**config.mk**
```make
export PLATFORM = sky130hd
export DESIGN_NAME = sixty_four_bit_serial_subtractor
export DESIGN_NICKNAME = d
export VERILOG_FILES = /design/src/rtl/sixty_four_bit_serial_subtractor.sv
export SDC_FILE = /design/constraint.sdc
export NUM_CORES = 1
export LEC_CHECK = 0
export ABC_CLOCK_PERIOD_IN_PS = 10000
export BUFFER_PORTS_ARGS = -buffer_cell sky130_fd_sc_hd__buf_2
export CORE_ASPECT_RATIO = 1.25
export CORE_UTILIZATION = 46
export DETAILED_ROUTE_END_ITERATION = 12
export GPL_ROUTABILITY_DRIVEN = 0
export PLACE_DENSITY = 0.77
export SLEW_MARGIN = 20
export SYNTH_ARGS = -nofsm -noshare
export SYNTH_HDL_FRONTEND = slang
export SYNTH_SLANG_ARGS = --single-unit
```
**constraint.sdc**
```tcl
create_clock -name clk -period 10 [get_ports clk]
set_input_delay 1.5 -clock clk [delete_from_list [all_inputs] [get_ports clk]]
set_output_delay 1.5 -clock clk [all_outputs]
set_load 0.01 [all_outputs]
```
**src/rtl/sixty_four_bit_serial_subtractor.sv**
```systemverilog
// sixty_four_bit_serial_subtractor
// Computes a + ~b + c_in over four cycles, one 16-bit slice per cycle,
// rippling the slice carry through a register between cycles.
// Optional: define SUB_FLAGS_EN to produce the n/z/v flags; otherwise
// they are tied low.
module sixty_four_bit_serial_subtractor (
    input  logic        clk,
    input  logic        reset,
    input  logic        start,
    input  logic [63:0] a,
    input  logic [63:0] b,
    input  logic        c_in,
    output logic [63:0] diff,
    output logic        c_out,
    output logic        n,
    output logic        z,
    output logic        v,
    output logic        busy,
    output logic        done
);

    localparam int NUM_SLICES = 4;
    localparam int SLICE_W    = 16;

    typedef enum logic [1:0] {IDLE, RUN, DONE} state_t;

    state_t                              state;
    logic [1:0]                          idx;
    logic [NUM_SLICES-1:0][SLICE_W-1:0]  a_q;
    logic [NUM_SLICES-1:0][SLICE_W-1:0]  b_q;
    logic [NUM_SLICES-1:0][SLICE_W-1:0]  diff_q;
    logic [NUM_SLICES-1:0][SLICE_W-1:0]  diff_next;
    logic                                carry_q;
    logic                                c_out_q;
    logic                                busy_q;
    logic                                done_q;
    logic [SLICE_W:0]                    slice_sum;

    // Current slice adder and the full result as it will look once this slice lands.
    always_comb begin
        slice_sum      = {1'b0, a_q[idx]} + {1'b0, ~b_q[idx]} + {{SLICE_W{1'b0}}, carry_q};
        diff_next      = diff_q;
        diff_next[idx] = slice_sum[SLICE_W-1:0];
    end

`ifdef SUB_FLAGS_EN
    logic n_q, z_q, v_q;

    // Flags are evaluated from the final result on the last slice, using latched operands.
    always_ff @(posedge clk) begin
        if (reset) begin
            n_q <= 1'b0;
            z_q <= 1'b0;
            v_q <= 1'b0;
        end else if (state == RUN && idx == 2'd3) begin
            n_q <= diff_next[3][SLICE_W-1];
            z_q <= (diff_next == '0);
            v_q <= (a_q[3][SLICE_W-1] != b_q[3][SLICE_W-1]) &
                   (diff_next[3][SLICE_W-1] != a_q[3][SLICE_W-1]);
        end
    end

    assign n = n_q;
    assign z = z_q;
    assign v = v_q;
`else
    assign n = 1'b0;
    assign z = 1'b0;
    assign v = 1'b0;
`endif

    // Control FSM plus operand/result registers; reset aborts any run.
    always_ff @(posedge clk) begin
        if (reset) begin
            state   <= IDLE;
            idx     <= 2'd0;
            a_q     <= '0;
            b_q     <= '0;
            diff_q  <= '0;
            carry_q <= 1'b0;
            c_out_q <= 1'b0;
            busy_q  <= 1'b0;
            done_q  <= 1'b0;
        end else begin
            case (state)
                IDLE, DONE: begin
                    done_q <= 1'b0;
                    if (start) begin
                        a_q     <= a;
                        b_q     <= b;
                        carry_q <= c_in;
                        idx     <= 2'd0;
                        busy_q  <= 1'b1;
                        state   <= RUN;
                    end else begin
                        state   <= IDLE;
                    end
                end
                RUN: begin
                    diff_q  <= diff_next;
                    carry_q <= slice_sum[SLICE_W];
                    idx     <= idx + 2'd1;
                    if (idx == 2'd3) begin
                        c_out_q <= slice_sum[SLICE_W];
                        busy_q  <= 1'b0;
                        done_q  <= 1'b1;
                        state   <= DONE;
                    end
                end
                default: begin
                    state  <= IDLE;
                    busy_q <= 1'b0;
                    done_q <= 1'b0;
                end
            endcase
        end
    end

    assign diff  = diff_q;
    assign c_out = c_out_q;
    assign busy  = busy_q;
    assign done  = done_q;

endmodule

```
### Word-level counts from Yosys, hierarchy flattened

Cells that the tools add are included.

| operators by class | value |
|---|---|
| add/subtract/negate cells | 3 |
| reductions and logical operators | 9 |
| bitwise gates (word level) | 2 |
| equality and inequality tests | 5 |
| $lt $le $gt $ge | 2 |
| mux-type cells | 17 |

Operators by type and width:

| cell | number |
|---|---|
| binary-select mux 16 bit (select 2 bit) | 2 |
| bitwise mux 64 bit | 1 |
| two-way mux 16 bit | 3 |
| demux 16 bit (select 2 bit) | 1 |
| adder 16 x 16 -> 17 bit | 1 |
| adder 17 x 1 -> 17 bit | 1 |
| NOT 16 bit | 1 |
| case mux 2 bit (2 select lines) | 2 |
| AND reduction 2 bit | 4 |
| == test 2 bit (second input constant) | 2 |
| two-way mux 1 bit | 4 |
| two-way mux 2 bit | 2 |
| != test 2 bit (second input constant) | 2 |
| case mux 1 bit (2 select lines) | 2 |
| OR reduction 2 bit | 2 |
| less-than comparator 2 x 3 -> 1 bit (second input constant) | 1 |
| adder 2 x 1 -> 2 bit (second input constant) | 1 |
| == test 2 x 1 -> 1 bit (second input constant) | 1 |
| >= comparator 2 x 1 -> 1 bit (second input constant) | 1 |
| logical NOT 2 bit | 1 |
| nonzero test 2 bit | 1 |
| logical AND 1 bit | 1 |
| NOT 1 bit | 1 |

| storage, ports and cells | value |
|---|---|
| logic and storage cells | 56 |
| register bits | 200 |

### Longest topological paths before layout

Gate-level depths: netlist (run 1).

| logic depth | value |
|---|---|
| depth after elaboration | 6 |
| depth in mapped cells | 12 |
| mapped depth without buffers | 10 |

### Worst setup path before layout (run 1)

OpenSTA, ideal clock, no wires.

| path | value |
|---|---|
| path kind | register to register |
| start point | register idx[0] |
| end point | register diff_q, in the netlist diff[28] |
| stages on the path, launching flop included | 12 |
| library setup time | 0.115 ns |
| clock period less this slack | 3.352 ns |
| path buffers | 2 |
| path slack | 6.648 ns |
| arrival | 3.237 ns |
| path through | dfxtp_1 clkbuf_1 buf_2 mux4_2 fa_1 fa_1 nor2b_1 o31a_1 o2111ai_1 o211a_1 mux2i_1 nand2_1 |

| on the way | value |
|---|---|
| longest elaborated chain between the ends | 6 |

Ends and longest elaborated chain:

| element | line | RTL |
|---|---|---|
| start, declared | 28 | `logic [1:0] idx;` |
| start signal, assigned | 102 | `idx <= idx + 2'd1;` |
| binary-select mux 16 bit (select 2 bit) | 41 | `slice_sum = {1'b0, a_q[idx]} + {1'b0, ~b_q[idx]} + {{SLICE_W{1'b0}}, carry_q};` |
| two-way mux 16 bit (not written as such) | 41 |  |
| NOT 16 bit | 41 |  |
| adder 16 x 16 -> 17 bit | 41 |  |
| adder 17 x 1 -> 17 bit | 41 |  |
| bitwise mux 64 bit * | 43 | `diff_next[idx] = slice_sum[SLICE_W-1:0];` |
| end signal, assigned | 100 | `diff_q <= diff_next;` |
| end, declared | 31 | `logic [NUM_SLICES-1:0][SLICE_W-1:0] diff_q;` |

Every way passes the cells marked *; elsewhere a longest branch is shown, timed or not. The select of a mux whose other input is x is not followed.
A chain may end at the register's enable or synchronous reset.

### Final worst setup path (run 1)

| path | value |
|---|---|
| start point | register idx[1] |
| end point | register diff_q, in the netlist diff[54] |

The elaborated chain is that of the path after synthesis.

==> flow_metrics.py, run 1 <==
metrics = {
    "drt": {
        "vias": 7797,
        "remaining_drc_errors": 0,
        "dr.pass1.iters": 7,
        "dr.first_iter.drc_count": 593,
        "route.met3.wl_mm": 1.13,
        "drt-vias-per-instance": 5.42,
        "wl_mm": 23.3,
        "top_layer_used": "met4",
        "wl_met1_mm": 10.1,
        "dr_wl_met2_mm": 11.4,
        "wl_per_cell_um": 16.2,
        "postRouteAntennaNets": 0,
    },
    "worst_hold_path": {
        "hp-start": "b_q[51]$_SDFFE_PP0P_",
        "hold_depth": 2,
        "hold_path_end": "b_q[51]$_SDFFE_PP0P_",
        "hold_path.class": "register to register",
    },
    "synthesis": {
        "synth_area_um2": 8870,
        "synth_area_leaders": "dfxtp_1 45%, nand2_1 14%, a21oi_1 9.9%, mux4_2 8.1%, ha_1 2.7%",
        "synth-edff-count": 0,
        "post_synth_and_or_nand_nor_area_fraction": 0.217,
        "synth_xor_area_frac": 0.00677,
        "muxShareOfSynthArea": 0.0871,
        "ys_seq_area_frac": 0.452,
        "synth_common_cells": "332 x nand2_1, 200 x dfxtp_1, 175 x a21oi_1",
        "synthArstFlopShare": 0,
        "ys_types": 57,
        "ys_warn_count": 0,
        "synth.top_cell.area_share": 0.452,
        "synth_top_area_cell": "dfxtp_1",
        "synth_top_family_by_area": "simple AND/OR/NAND/NOR gates",
        "avgSynthCellArea_um2": 8.41,
        "ys_ff_latch": 200,
        "synth_cells": 1054,
        "yosys.cell_count.top_type": "nand2_1",
        "synthFlopType": "dfxtp_1",
        "synthAdderAreaFrac": 0.0313,
        "synth_compound_area_frac": 0.159,
    },
    "global_route": {
        "grt_pass1_vias": 7192,
        "grt.total_usage": 0.241,
        "grt_overflow_total": 0,
        "antenna_found_initial": 0,
        "grt_start_max_net_pins": 140,
        "grt_pass1_wl_mm": 37.2,
    },
    "timing": {
        "finalCriticalPeriod_ps": 3690,
        "relSlewSlack": 0.353,
        "finalSetupTns_ps": 0,
        "fin_skew_ps": 8.15,
        "worst_pin_slew_ps": 971,
        "setup_viol": 0,
        "hold_viol": 0,
        "fmax_mhz": 271,
        "fin_crit_sh": 0.369,
        "rsz0062_at_grt": "false",
        "hold_slack_ps": 452,
        "drv_slew": 0,
    },
    "power": {
        "power_density_nw_per_um2": 186,
        "irDropWorstVdd_uv": 125,
        "p_leak_nw": 4.27,
    },
    "floorplanning": {
        "design.die.area_um2": 19800,
        "die_h_um": 157,
        "dieWidth_um": 126,
        "start_util": 0.470,
        "ios": 202,
        "core_area_um2": 18800,
        "num_rows": 56,
    },
    "clock_tree": {
        "cts_tree": "done",
        "htree_num_levels": 4,
        "cts-buffers-inserted": 17,
        "cts_sinks": 200,
        "cts_resized": 0,
        "cts_root_buf": "clkbuf_16",
        "cts.clk_slew.worst_paths_ps": 70,
        "clock_latency_ps": 440,
        "ctsHoldBuffers": 0,
        "clk_path_buf_depth": 2,
        "post_cts_buffers": 0,
    },
    "finish": {
        "final_nets": 1348,
        "area_growth_pct": 18.1,
        "drive_above_1_share": 0.235,
        "fin_cells": 1439,
        "fin_util": 0.556,
        "final_cell_area_um2": 10500,
        "fill_cells": 1737,
        "diodes": 0,
    },
    "worst_setup_path": {
        "cpMostUsedCell": "fa_1",
        "cp-end-kind": "register",
        "reg2reg_from": "idx[1]$_SDFFE_PP0P_",
        "worstPathCellList": "mux4_2, fa_1, fa_1, nor2b_1, o31a_1, o21ai_0, xnor2_1, nand2_1, a21oi_1",
        "max_stage_delay_ps": 930,
        "worstPathRequired_ps": 10350,
        "crit_path_start_kind": "register",
        "r2r_cells": 9,
        "r2r-end": "diff[54]$_SDFFE_PP0P_",
        "cp.arrival_ps": 4050,
        "crit_fanout": 36,
        "crit_type": "register to register",
        "r2r_setup_slack_ps": 6310,
        "critPathSlowestCell": "dfxtp_2",
    },
    "placed_design": {
        "dpl.hpwl_mm": 16.6,
        "place_inst": 1408,
        "io_buffers": 198,
        "post_dp_cell_area_um2": 9880,
    },
    "run_status": {
        "status": "finished, final reports clean",
    },
    "job": {
        "drv_cap": 0,
    },
}
power by group:
part / internal, W / total [W] / switching (W)
sequential: 0.000842 / 0.000872 / 0.0000292
clock: 0.000400 / 0.000702 / 0.000302
combinational: 0.000148 / 0.000371 / 0.000223
total: 0.00139 / 0.00194 / 0.000554
through the flow:
stage	total power [W]	setup WS, ps
after floorplan	0.00114	6650
after global placement	0.00125	6430
after detailed placement	0.00126	6360
after CTS	0.00195	6330
after global routing	0.00203	6060
final	0.00194	6310
metal layers:
metal,GRT usage,up-vias
met3,0.0391,40
li1,-,3866
met4,0.104,0
met1,0.310,3615
met2,0.403,276
met5,0,-
state kept, by name, summed over array words and instances, names as in the netlist:
signal	cells
a_q	64
b_q	64
diff	64
idx	2
state	2
busy	1
c_out	1
carry_q	1
done	1
critical path, delay by kind of cell (launching register included):
family	cells	cell delay (ps)
flip-flops	1	930
adder cells (fa/ha/maj)	2	860
XOR/XNOR	1	530
multiplexers	1	440
AND/OR/NAND/NOR	2	260
AO/OA/AOI/OAI	3	550
final cells by class:
class,count,area (µm²),share of cell area
tap,232,290,0.0277
sequential,200,4010,0.382
clock inverter,11,148,0.0141
inverter,21,78.8,0.00753
timing repair buffer,202,1030,0.0984
clock buffer,20,447,0.0426
multi-input combinational,753,4470,0.427
worst max-delay path by stage:
stage	start	endpoint	slack, ps	cells past startpoint
global route	idx[0]$_SDFFE_PP0P_	diff[63]$_SDFFE_PP0P_	6060	10
floorplan	idx[0]$_SDFFE_PP0P_	diff[28]$_SDFFE_PP0P_	6650	11
finish	idx[1]$_SDFFE_PP0P_	diff[54]$_SDFFE_PP0P_	6310	9
global placement	idx[1]$_SDFFE_PP0P_	diff[6]$_SDFFE_PP0P_	6430	10
CTS	idx[1]$_SDFFE_PP0P_	diff[54]$_SDFFE_PP0P_	6330	10
detailed placement	idx[1]$_SDFFE_PP0P_	diff[6]$_SDFFE_PP0P_	6360	10
layout by cell type, fill, tap and decap left out, types with 3 or more instances in the layout:
cell and n:
nand3b_1 30, a31oi_1 4, bufinv_16 3, and2_1 5, nand3_1 12, a22o_1 4
ha_1 19, nand2_1 332, nor2_1 29, mux4_2 32, buf_2 197, a21o_1 3
inv_1 21, nor3b_1 7, a211oi_1 9, clkinv_2 3, buf_4 3, clkbuf_16 17
nand4_1 6, or3_1 4, a21oi_1 175, o31ai_1 8, xnor2_1 3, o21a_1 5
nor3_1 5, conb_1 3, dfxtp_1 198, or2_2 3, o21ai_0 9, mux2i_1 4
o211ai_1 3
cells by family after synthesis:
group,count (synthesis)
flip-flops,200
adder cells (fa/ha/maj),21
XOR/XNOR,6
AO/OA/AOI/OAI,242
AND/OR/NAND/NOR,444
buffers and inverters,103
other,1
multiplexers,37
Note: power is estimated with default switching activity, not from simulation.
==> inputs of run 2 (changes only) <==
ABC_CLOCK_PERIOD_IN_PS = 3400   (was 10000)
clock period = 3.4 ns   (was 10 ns; I/O delays follow)
==> run 2 against run 1 <==
Critical path depth rose by 2. Routed wire length rose by 1.4%. Global-route usage rose by 0.096 points. Non-clock buffer count rose by 10. First-iteration DRC count rose by 6.9%. Register-to-register slack got worse by 6100 ps. Worst setup slack got worse by 6100 ps. Critical path type unchanged. Largest power group unchanged.
==> flow_metrics.py, run 2 (synthesized netlist as in run 1, its figures left out) <==
metrics = {
    "worst_setup_path": {
        "cp.arrival_ps": 3450,
        "cpMostUsedCell": "fa_1",
        "worstPathRequired_ps": 3670,
        "path_buf_inv": 2,
        "worstPathCellList": "buf_4, mux4_2, inv_1, fa_1, fa_1, nor2b_1, o31a_1, o211ai_1, a21boi_0, nand3b_1, a21oi_1",
        "max_stage_delay_ps": 450,
        "crit_path_start_kind": "register",
        "critPathSlowestCell": "fa_1",
        "cp-end-kind": "register",
        "crit_type": "register to register",
        "crit_family": "adder cells",
        "crit_fanout": 16,
    },
    "floorplanning": {
        "core_area_um2": 18800,
        "num_rows": 56,
        "die_h_um": 157,
        "start_util": 0.470,
        "dieWidth_um": 126,
        "design.die.area_um2": 19800,
        "ios": 202,
    },
    "finish": {
        "multiInputGateArea_um2": 4480,
        "layout_commonest_cell": "nand2_1",
        "fill_cells": 1709,
        "fin_util": 0.563,
        "area_growth_pct": 19.6,
        "drive_above_1_share": 0.240,
        "final_nets": 1358,
        "diodes": 0,
        "register_area_um2": 4010,
        "final_cell_mix": "332 x nand2_1, 198 x dfxtp_1, 197 x buf_2",
    },
    "power": {
        "power.share.clock": 0.370,
        "internal_power_w": 0.00425,
        "p_comb_frac": 0.194,
        "switching_share": 0.274,
        "irDropWorstVdd_uv": 380,
        "power_frac_seq": 0.436,
        "p_sw_w": 0.00160,
        "p_leak_nw": 4.34,
        "power_density_nw_per_um2": 552,
    },
    "global_route": {
        "grt_start_max_net_pins": 140,
        "grt_pass1_vias": 7279,
        "grt_pass1_wl_mm": 37.2,
        "antenna_found_initial": 0,
        "grt_overflow_total": 0,
        "grt.total_usage": 0.242,
    },
    "drt": {
        "drt-vias-per-instance": 5.45,
        "wl_mm": 23.7,
        "postRouteAntennaNets": 0,
        "dr.first_iter.drc_count": 634,
        "remaining_drc_errors": 0,
        "dr.pass1.iters": 5,
        "wl_per_cell_um": 16.4,
        "vias": 7880,
    },
    "clock_tree": {
        "cts_root_buf": "clkbuf_16",
        "cts_sinks": 200,
        "htree_num_levels": 4,
        "cts_tree": "done",
        "cts_resized": 0,
        "ctsHoldBuffers": 0,
        "post_cts_buffers": 0,
        "clk_path_buf_depth": 2,
        "cts-buffers-inserted": 17,
        "clock_latency_ps": 440,
        "cts.clk_slew.worst_paths_ps": 70,
    },
    "timing": {
        "hold_viol": 0,
        "worst_pin_slew_ps": 976,
        "relSlewSlack": 0.349,
        "fin_ws_ps": 218,
        "setup_viol": 0,
        "rsz0062_at_grt": "false",
        "fin_skew_ps": 10.0,
        "hold_slack_ps": 308,
        "finalCriticalPeriod_ps": 3180,
        "fin_crit_sh": 0.936,
        "drv_slew": 0,
        "finalSetupTns_ps": 0,
        "fmax_mhz": 314,
    },
    "placed_design": {
        "dpl.hpwl_mm": 16.8,
        "place_ws_ps": 226,
        "io_buffers": 198,
    },
    "worst_hold_path": {
        "hold_path.class": "primary input to register",
    },
    "job": {
        "drv_cap": 0,
    },
    "run_status": {
        "status": "finished, final reports clean",
    },
}
## run 2: metrics by stage
stage	power [W]	instance area [µm²]	cells
after CTS	0.00588	10600	1447
after detailed placement	0.00373	9980	1418
after floorplan	0.00336	8870	1056
final	0.00585	10600	1447
after global routing	0.00609	10600	1447
after global placement	0.00371	9980	1418
## run 2: power by group through the flow
stage	combinational (W)	clock, W	sequential, W
floorplan	0.000762	0	0.00260
global placement	0.00111	0	0.00260
detailed placement	0.00113	0	0.00260
CTS	0.00113	0.00219	0.00255
global route	0.00124	0.00229	0.00257
finish	0.00114	0.00216	0.00255
## run 2: worst paths after layout
check | startpoint | end | slack [ps] | depth (start not counted)
setup / recovery | idx[0]$_SDFFE_PP0P_ | diff[58]$_SDFFE_PP0P_ | 220 | 11
hold reg to reg | diff[36]$_SDFFE_PP0P_ | diff[36]$_SDFFE_PP0P_ | 450 | 2
setup reg to reg | idx[0]$_SDFFE_PP0P_ | diff[58]$_SDFFE_PP0P_ | 220 | 11
hold / removal | b[58] | b_q[58]$_SDFFE_PP0P_ | 310 | 3
## run 2: tightest hold or removal path, cell delays in order
cell,delay (ps)
buf_2,90
nand2_1,50
a21oi_1,50
## run 2: per-layer routing
metal / vias up / routed length (µm) / global-route usage
met4: 0 / 655 / 0.0993
li1: 3883 / - / -
met3: 38 / 996 / 0.0377
met5: - / 0 / 0
met2: 239 / 11800 / 0.419
met1: 3720 / 10200 / 0.302
## run 2: area by class of cell
class	count	area share
inverter	21	0.00743
timing repair buffer	212	0.106
clock buffer	21	0.0425
clock inverter	8	0.0162
tap	232	0.0274
sequential	200	0.378
multi-input combinational	753	0.422
